--- src/rtl/streamer_rx_checker_pkg.sv ---
// Shared types and helpers for the RX streamer block checker.
// The block checker's optional throttle is enabled by defining STREAMER_RX_CHECKER_THROTTLE_EN.
package streamer_rx_checker_pkg;

  typedef enum logic {
    IDLE     = 1'b0,
    IN_BLOCK = 1'b1
  } state_t;

  localparam int unsigned c_sat_cnt_width  = 16;
  localparam int unsigned c_wrap_cnt_width = 32;

  // Adds a small step to a 16-bit value and clips the result at 0xFFFF.
  // A step of 2 is used when a lost event and a framing error share a cycle.
  function automatic logic [c_sat_cnt_width-1:0] sat_inc16(
    input logic [c_sat_cnt_width-1:0] value,
    input logic [1:0]                 step
  );
    logic [c_sat_cnt_width:0] sum;
    sum = {1'b0, value} + {{(c_sat_cnt_width-1){1'b0}}, step};
    return sum[c_sat_cnt_width] ? {c_sat_cnt_width{1'b1}} : sum[c_sat_cnt_width-1:0];
  endfunction

endpackage

--- src/rtl/streamer_rx_checker_sat_cnt.sv ---
// 16-bit saturating event counter with a synchronous clear that wins over inc.
module streamer_rx_checker_sat_cnt
  import streamer_rx_checker_pkg::*;
(
  input  logic                       clk,
  input  logic                       rst_n,
  input  logic                       clr,
  input  logic [1:0]                 inc,
  output logic [c_sat_cnt_width-1:0] count
);

  // NOTE: sequential state is written with non-blocking assignments only, so
  // every flop samples the pre-edge values of its neighbours.
  always_ff @(posedge clk or negedge rst_n) begin
    if (!rst_n) begin
      count <= '0;
    end else if (clr) begin
      count <= '0;
    end else if (inc != 2'd0) begin
      count <= sat_inc16(count, inc);
    end
  end

endmodule

--- config.mk ---
export PLATFORM = sky130hd
export DESIGN_NAME = streamer_rx_checker_sat_cnt
export DESIGN_NICKNAME = d
export VERILOG_FILES = /design/src/rtl/streamer_rx_checker_pkg.sv /design/src/rtl/streamer_rx_checker_sat_cnt.sv
export SDC_FILE = /design/constraint.sdc
export NUM_CORES = 1
export LEC_CHECK = 0
export BUFFER_PORTS_ARGS = -buffer_cell sky130_fd_sc_hd__buf_2
export CAP_MARGIN = 0
export CORE_MARGIN = 5
export CORE_UTILIZATION = 50
export DETAILED_ROUTE_END_ITERATION = 7
export GPL_TIMING_DRIVEN = 0
export PLACE_DENSITY = 0.8
export SLEW_MARGIN = 20
export SYNTH_ARGS = -nofsm -noshare
export SYNTH_HDL_FRONTEND = slang
export SYNTH_SLANG_ARGS = --single-unit
--- constraint.sdc ---
create_clock -name clk -period 5.7 [get_ports clk]
set_input_delay 0.285 -clock clk [delete_from_list [all_inputs] [get_ports clk]]
set_output_delay 0.285 -clock clk [all_outputs]
set_load 0.03 [all_outputs]
==> results of run 1 <==
-- stage by stage --
stage               hold WS, ns  setup WS (ns)  util (%)
finish                    0.186           3.62      62.7
global route              0.183           3.43      62.7
CTS                       0.181           3.58      62.7
detailed placement        0.221           3.55      60.8
global placement          0.218           3.58      60.8
floorplan               -0.0106           3.61         -
-- layer usage --
layer  vias up  routed length [um]  track usage, %  share of wire (%)
li1        408                   -               -                  -
met1       432                 938            22.6                 43
met2        21                1100            30.4                 51
met3         5                  85            2.82                3.9
met4         0                  40            7.66                1.9
met5         -                   0               0                  0
-- what timing repair did --
item / CTS / global route
hold endpoints to repair: 16 / 0
hold buffers: 1 / 0
resized for setup: 0 / 0
-- layout by cell type (no fill, tap or decap), drive strengths merged --
cell type    synthesis  final
buf                  0     20
dfrtp               16     16
nor2                10     10
a21oi                7      7
a211oi               6      6
a31oi                6      6
nor3                 5      5
inv                  4      4
o21ai                4      4
and3                 4      4
nor4                 4      4
clkbuf               1      4
nand2                3      3
a311oi               3      3
nor2b                2      2
and4                 2      2
and2                 2      2
ha                   2      2
nand3                2      2
nand3b               2      2
o211ai               1      1
o22ai                1      1
nand4                1      1
or2                  1      1
o21a                 1      1
nor4bb               1      1
fa                   1      1
dlygate4sd3          0      1
-- worst paths after layout --
check | cells after the start | to | slack (ns)
max | 6 | count[10]$_DFFE_PN0P_ | 3.62
min | 2 | count[5]$_DFFE_PN0P_ | 0.19
max reg2reg | 6 | count[10]$_DFFE_PN0P_ | 3.62
min reg2reg | 1 | count[11]$_DFFE_PN0P_ | 0.54
max in group asynchronous | 2 | count[2]$_DFFE_PN0P_ | 4.99
min in group asynchronous | 2 | count[6]$_DFFE_PN0P_ | 0.44
-- power by group through the flow --
stage | Clock, uW | Combinational, uW | Sequential [uW]
after floorplan | 0 | 14.1 | 126
after global placement | 0 | 29.1 | 121
after detailed placement | 0 | 30.0 | 121
after CTS | 61.2 | 30.7 | 119
after global routing | 65.2 | 33.4 | 119
final | 59.8 | 30.1 | 119
-- cell families after synthesis --
kind of cell,count (synthesis),share of synthesized area (%)
buffers and inverters,5,2.02
AND/OR/NAND/NOR,39,28.9
adder cells (fa/ha/maj),3,4.84
AO/OA/AOI/OAI,29,21.1
flip-flops,16,43.1
-- final cells by class --
type	count	area, um2
inverter	4	15.0
tap	25	31.3
timing repair buffer	21	110
multi-input combinational	71	510
clock buffer	3	22.5
fill	162	652
buffer	1	3.75
sequential	16	400
==> results_dict.tcl, run 1 <==
set metrics [dict create \
    initial_core_util_pct 53.3 \
    htreeDepth 1 \
    postCtsSetupBuffers 0 \
    path_cells "ha_1 -> inv_1 -> fa_1 -> nor4_4 -> a21oi_1 -> a311oi_1" \
    io_pins 21 \
    slowest_stage "nor4_4" \
    syn-cell-area_um2 930 \
    syn2layout_area_growth_pct 17.6 \
    numCtsBuffers 3 \
    hpwl_mm 1.61 \
    largest_reg_flops 16 \
    worst_path_largest_cell_delay_ns 0.53 \
    setup_viol 0 \
    crit_start "count[0]$_DFFE_PN0P_" \
    fin_crit_sh_pct 36.5 \
    yosys-top-cells-count "dfrtp_1, nor2_1, a21oi_1" \
    r2r_start "count[0]$_DFFE_PN0P_" \
    switching_share_pct 28.0 \
    final-max-slew-violation-count 0 \
    path_clk_slew_ns 0.09 \
    synthesis.nets 100 \
    synth.top_cell.area_share_pct 43.1 \
    path_max_fanout 9 \
    worstPathArrival_ns 2.27 \
    worst_setup_path_end_kind "register" \
    dr.first_iter.drc_count 14 \
    dieArea_um2 2820 \
    coreArea_um2 1750 \
    max_freq_ghz 0.481 \
    io_buffers 20 \
    drt-pass1-iter-count 4 \
    seq_power_share_pct 56.9 \
    clock-sinks 16 \
    yosys.area.top_type "dfrtp_1" \
    cts_buffer_depth 2 \
    status "finished clean" \
    tns_ns 0 \
    cts-root-buf "clkbuf_4" \
    synthCells 92 \
    vdd_drop_max_v 0.000127 \
    worst_slew_pin_slew_ns 0.499 \
    yosys-top-cells-area "dfrtp_1, a211oi_1, a31oi_1" \
    synth-edff-count 0 \
    combPwrFrac_pct 14.4 \
    yosysMostFrequentCell "dfrtp_1" \
    post-route-min-period_ns 2.08 \
    largestRegisters "count (16)" \
    chipWidth_um 53.1 \
    rows 15 \
    insertedDiodeCount 0 \
    crit_required_ns 5.89 \
    finalHoldViolCount 0 \
    clock_power_share_pct 28.6 \
    p_switching_uw 58.4 \
    synth_warnings 0 \
    slew_headroom_pct 66.7 \
    avgSynthCellArea_um2 10.1 \
    fin_skew_ns 0.000950 \
    drive_gt1_share_pct 29.3 \
    gp_congestion 0.792 \
    dpl-instance-area_um2 1060 \
    clk_latency_ns 0.29 \
    critical-path-top-delay-family "adder cells" \
    dp.cells 137 \
    synth_cell_types 34 \
    drt_wl_total_mm 2.16 \
    total_power_uw 209 \
    drcViolationCount 0 \
    crit_type "register to register" \
    cts_tree "yes" \
    maxCapViolations 0 \
    grt_usage_pct 18.0 \
    synth_seq_cells 16 \
    start_kind "register" \
    rsz0062_at_grt "no" \
    wire_per_inst_um 15.3 \
    grt_pass1_wl_mm 3.65 \
    power.internal_uw 150 \
    powerDensity_nw_per_um2 191 \
    antenna_found_initial 0 \
    final_nets 126 \
    ant_nets 0 \
    grt_overflow_total 0 \
    final_cells 141 \
    path_buf_inv 1 \
    worstHoldStart "clr" \
    die-height_um 53.1 \
    grt_max_degree 17 \
    final_cell_area_um2 1090 \
    hp-class "input port to register" \
    post_drt_via_cell_ratio 6.14 \
    p_leak_uw 0.000513 \
    ys_seq_area_share_pct 43.1 \
    regMostFlops "count" \
    synthArstFlopShare_pct 100 \
    grt_pass1_vias 827 \
    synth_top_flop_cell "dfrtp_1" \
    via_count 866 \
]
Note: power is estimated with default switching activity, not from simulation.
==> run 2, diff against run 1 <==
--- a/config.mk
+++ b/config.mk
@@ -8,10 +8,10 @@
 export BUFFER_PORTS_ARGS = -buffer_cell sky130_fd_sc_hd__buf_2
 export CAP_MARGIN = 0
 export CORE_MARGIN = 5
-export CORE_UTILIZATION = 50
+export CORE_UTILIZATION = 47
 export DETAILED_ROUTE_END_ITERATION = 7
 export GPL_TIMING_DRIVEN = 0
-export PLACE_DENSITY = 0.8
+export PLACE_DENSITY = 0.79
 export SLEW_MARGIN = 20
 export SYNTH_ARGS = -nofsm -noshare
 export SYNTH_HDL_FRONTEND = slang
==> constraint.sdc (replaced) <==
create_clock -name clk -period 1.8 [get_ports clk]
set_input_delay 0.09 -clock clk [delete_from_list [all_inputs] [get_ports clk]]
set_output_delay 0.09 -clock clk [all_outputs]
set_load 0.03 [all_outputs]
==> run 2 against run 1 <==
  * Utilization is 0.74 points lower
  * Final cell count is 6.4% higher
  * Non-clock buffer count is 6 higher
  * Count of clock-buffer cells in the layout is 1 higher
  * Cell area is 8.8% higher
  * Combinational power grew to 4.0 times the previous value
  * Power grew to 3.4 times the previous value
  * Flip-flop and latch count stayed put
  * Critical path depth is 1 higher
  * Worst setup slack worse by 3.6 ns
  * Highest routed layer unchanged
==> results_dict.tcl, run 2 (synthesis gave the netlist of run 1 again) <==
set metrics [dict create \
    post-route-min-period_ns 1.75 \
    final_nets 132 \
    drt-pass1-iter-count 4 \
    final_cell_area_um2 1190 \
    insertedDiodeCount 0 \
    grt_overflow_total 0 \
    hp-class "input port to register" \
    numCtsBuffers 3 \
    path_max_fanout 5 \
    fin_skew_ns 0.0100 \
    htreeDepth 1 \
    maxCapViolations 0 \
    final_cell_mix "buf_2, dfrtp_1, nor2_1, a31oi_1, a21oi_1" \
    rows 16 \
    largest_reg_flops 16 \
    initial_core_util_pct 48.4 \
    io_buffers 20 \
    status "finished clean" \
    path_clk_slew_ns 0.10 \
    syn2layout_area_growth_pct 28.0 \
    dr.first_iter.drc_count 23 \
    via_count 864 \
    max_freq_ghz 0.570 \
    coreArea_um2 1920 \
    antenna_found_initial 0 \
    slew_headroom_pct 64.4 \
    worst_slew_pin_slew_ns 0.534 \
    clock-sinks 16 \
    grt_usage_pct 17.5 \
    dieArea_um2 2970 \
    cts_tree "yes" \
    hpwl_mm 1.49 \
    worstPathArrival_ns 1.92 \
    gp_congestion 0.807 \
    grt_pass1_wl_mm 3.65 \
    io_pins 21 \
    start_kind "register" \
    cts-root-buf "clkbuf_4" \
    setup_ws_ns 0.0471 \
    drive_gt1_share_pct 36.6 \
    vdd_drop_max_v 0.000344 \
    drcViolationCount 0 \
    dpl-instance-area_um2 1070 \
    finalHoldViolCount 0 \
    post_drt_via_cell_ratio 5.76 \
    drt_wl_total_mm 2.23 \
    setup_viol 0 \
    chipWidth_um 54.5 \
    clk_latency_ns 0.30 \
    wire_per_inst_um 14.8 \
    fin_crit_sh_pct 97.4 \
    pre_cts_ws_ns -0.0117 \
    die-height_um 54.5 \
    crit_type "register to register" \
    cts_buffer_depth 2 \
    worst_setup_path_end_kind "register" \
    mostFrequentLayoutCell "buf_2" \
    final-max-slew-violation-count 0 \
    dp.cells 139 \
    grt_pass1_vias 795 \
    final_cells 150 \
    grt_max_degree 17 \
    largestRegisters "count (16)" \
    regMostFlops "count" \
    rrSetupSlack_ns 0.05 \
    crit_required_ns 1.97 \
    holdWs_ns 0.205 \
    powerDensity_nw_per_um2 592 \
    ant_nets 0 \
    p_leak_uw 0.000575 \
]
==> run 2: stage by stage <==
stage | utilization (%) | TNS, ns | power (uW)
finish | 61.9 | 0 | 705
global route | 61.9 | -0.00303 | 740
CTS | 60.4 | -0.00888 | 694
detailed placement | 55.9 | -0.0117 | 482
global placement | 55.9 | -0.0395 | 479
floorplan | - | 0 | 447
==> run 2: critical path, cell delays in order, from the launching register on <==
cell,delay (ns)
dfrtp_2,0.39
ha_4,0.14
inv_2,0.03
fa_2,0.40
nor4_4,0.21
buf_4,0.19
and4_1,0.20
nor3_1,0.05
==> run 2: routing by layer <==
layer / vias up / track usage, % / share of wire (%)
li1: 417 / - / -
met1: 419 / 23.5 / 45
met2: 25 / 25.7 / 49
met3: 3 / 4.63 / 4.6
met4: 0 / 8.71 / 1.3
met5: - / 0 / 0
==> run 2: final timing paths <==
| check | from | to | cells past startpoint |
|---|---|---|---|
| setup / recovery | count[0]$_DFFE_PN0P_ | count[14]$_DFFE_PN0P_ | 7 |
| hold / removal | inc[1] | count[0]$_DFFE_PN0P_ | 4 |
| setup reg to reg | count[0]$_DFFE_PN0P_ | count[14]$_DFFE_PN0P_ | 7 |
| hold reg to reg | count[11]$_DFFE_PN0P_ | count[11]$_DFFE_PN0P_ | 1 |
| max in group asynchronous | rst_n | count[0]$_DFFE_PN0P_ | 2 |
| min in group asynchronous | rst_n | count[7]$_DFFE_PN0P_ | 2 |
==> run 2: cell type report <==
| class | count | area, um2 |
|---|---|---|
| fill | 173 | 732 |
| multi-input combinational | 71 | 554 |
| sequential | 16 | 402 |
| timing repair buffer | 27 | 155 |
| tap | 27 | 33.8 |
| clock buffer | 4 | 26.3 |
| inverter | 4 | 15.0 |
| buffer | 1 | 3.75 |
==> run 2: timing repair <==
action	in CTS	in global routing
pin swaps	3	5
resized for setup	5	3
hold buffers	1	1
buffers inserted	4	0
hold endpoints to repair	16	1
setup endpoints to repair	6	10
cloned	1	0
==> run 2: power breakdown <==
part           leakage, uW  internal (uW)  total, uW  switching [uW]
clock network    0.0000150           86.4        208             122
logic             0.000340           44.9        120            74.6
registers         0.000220            368        377            9.64
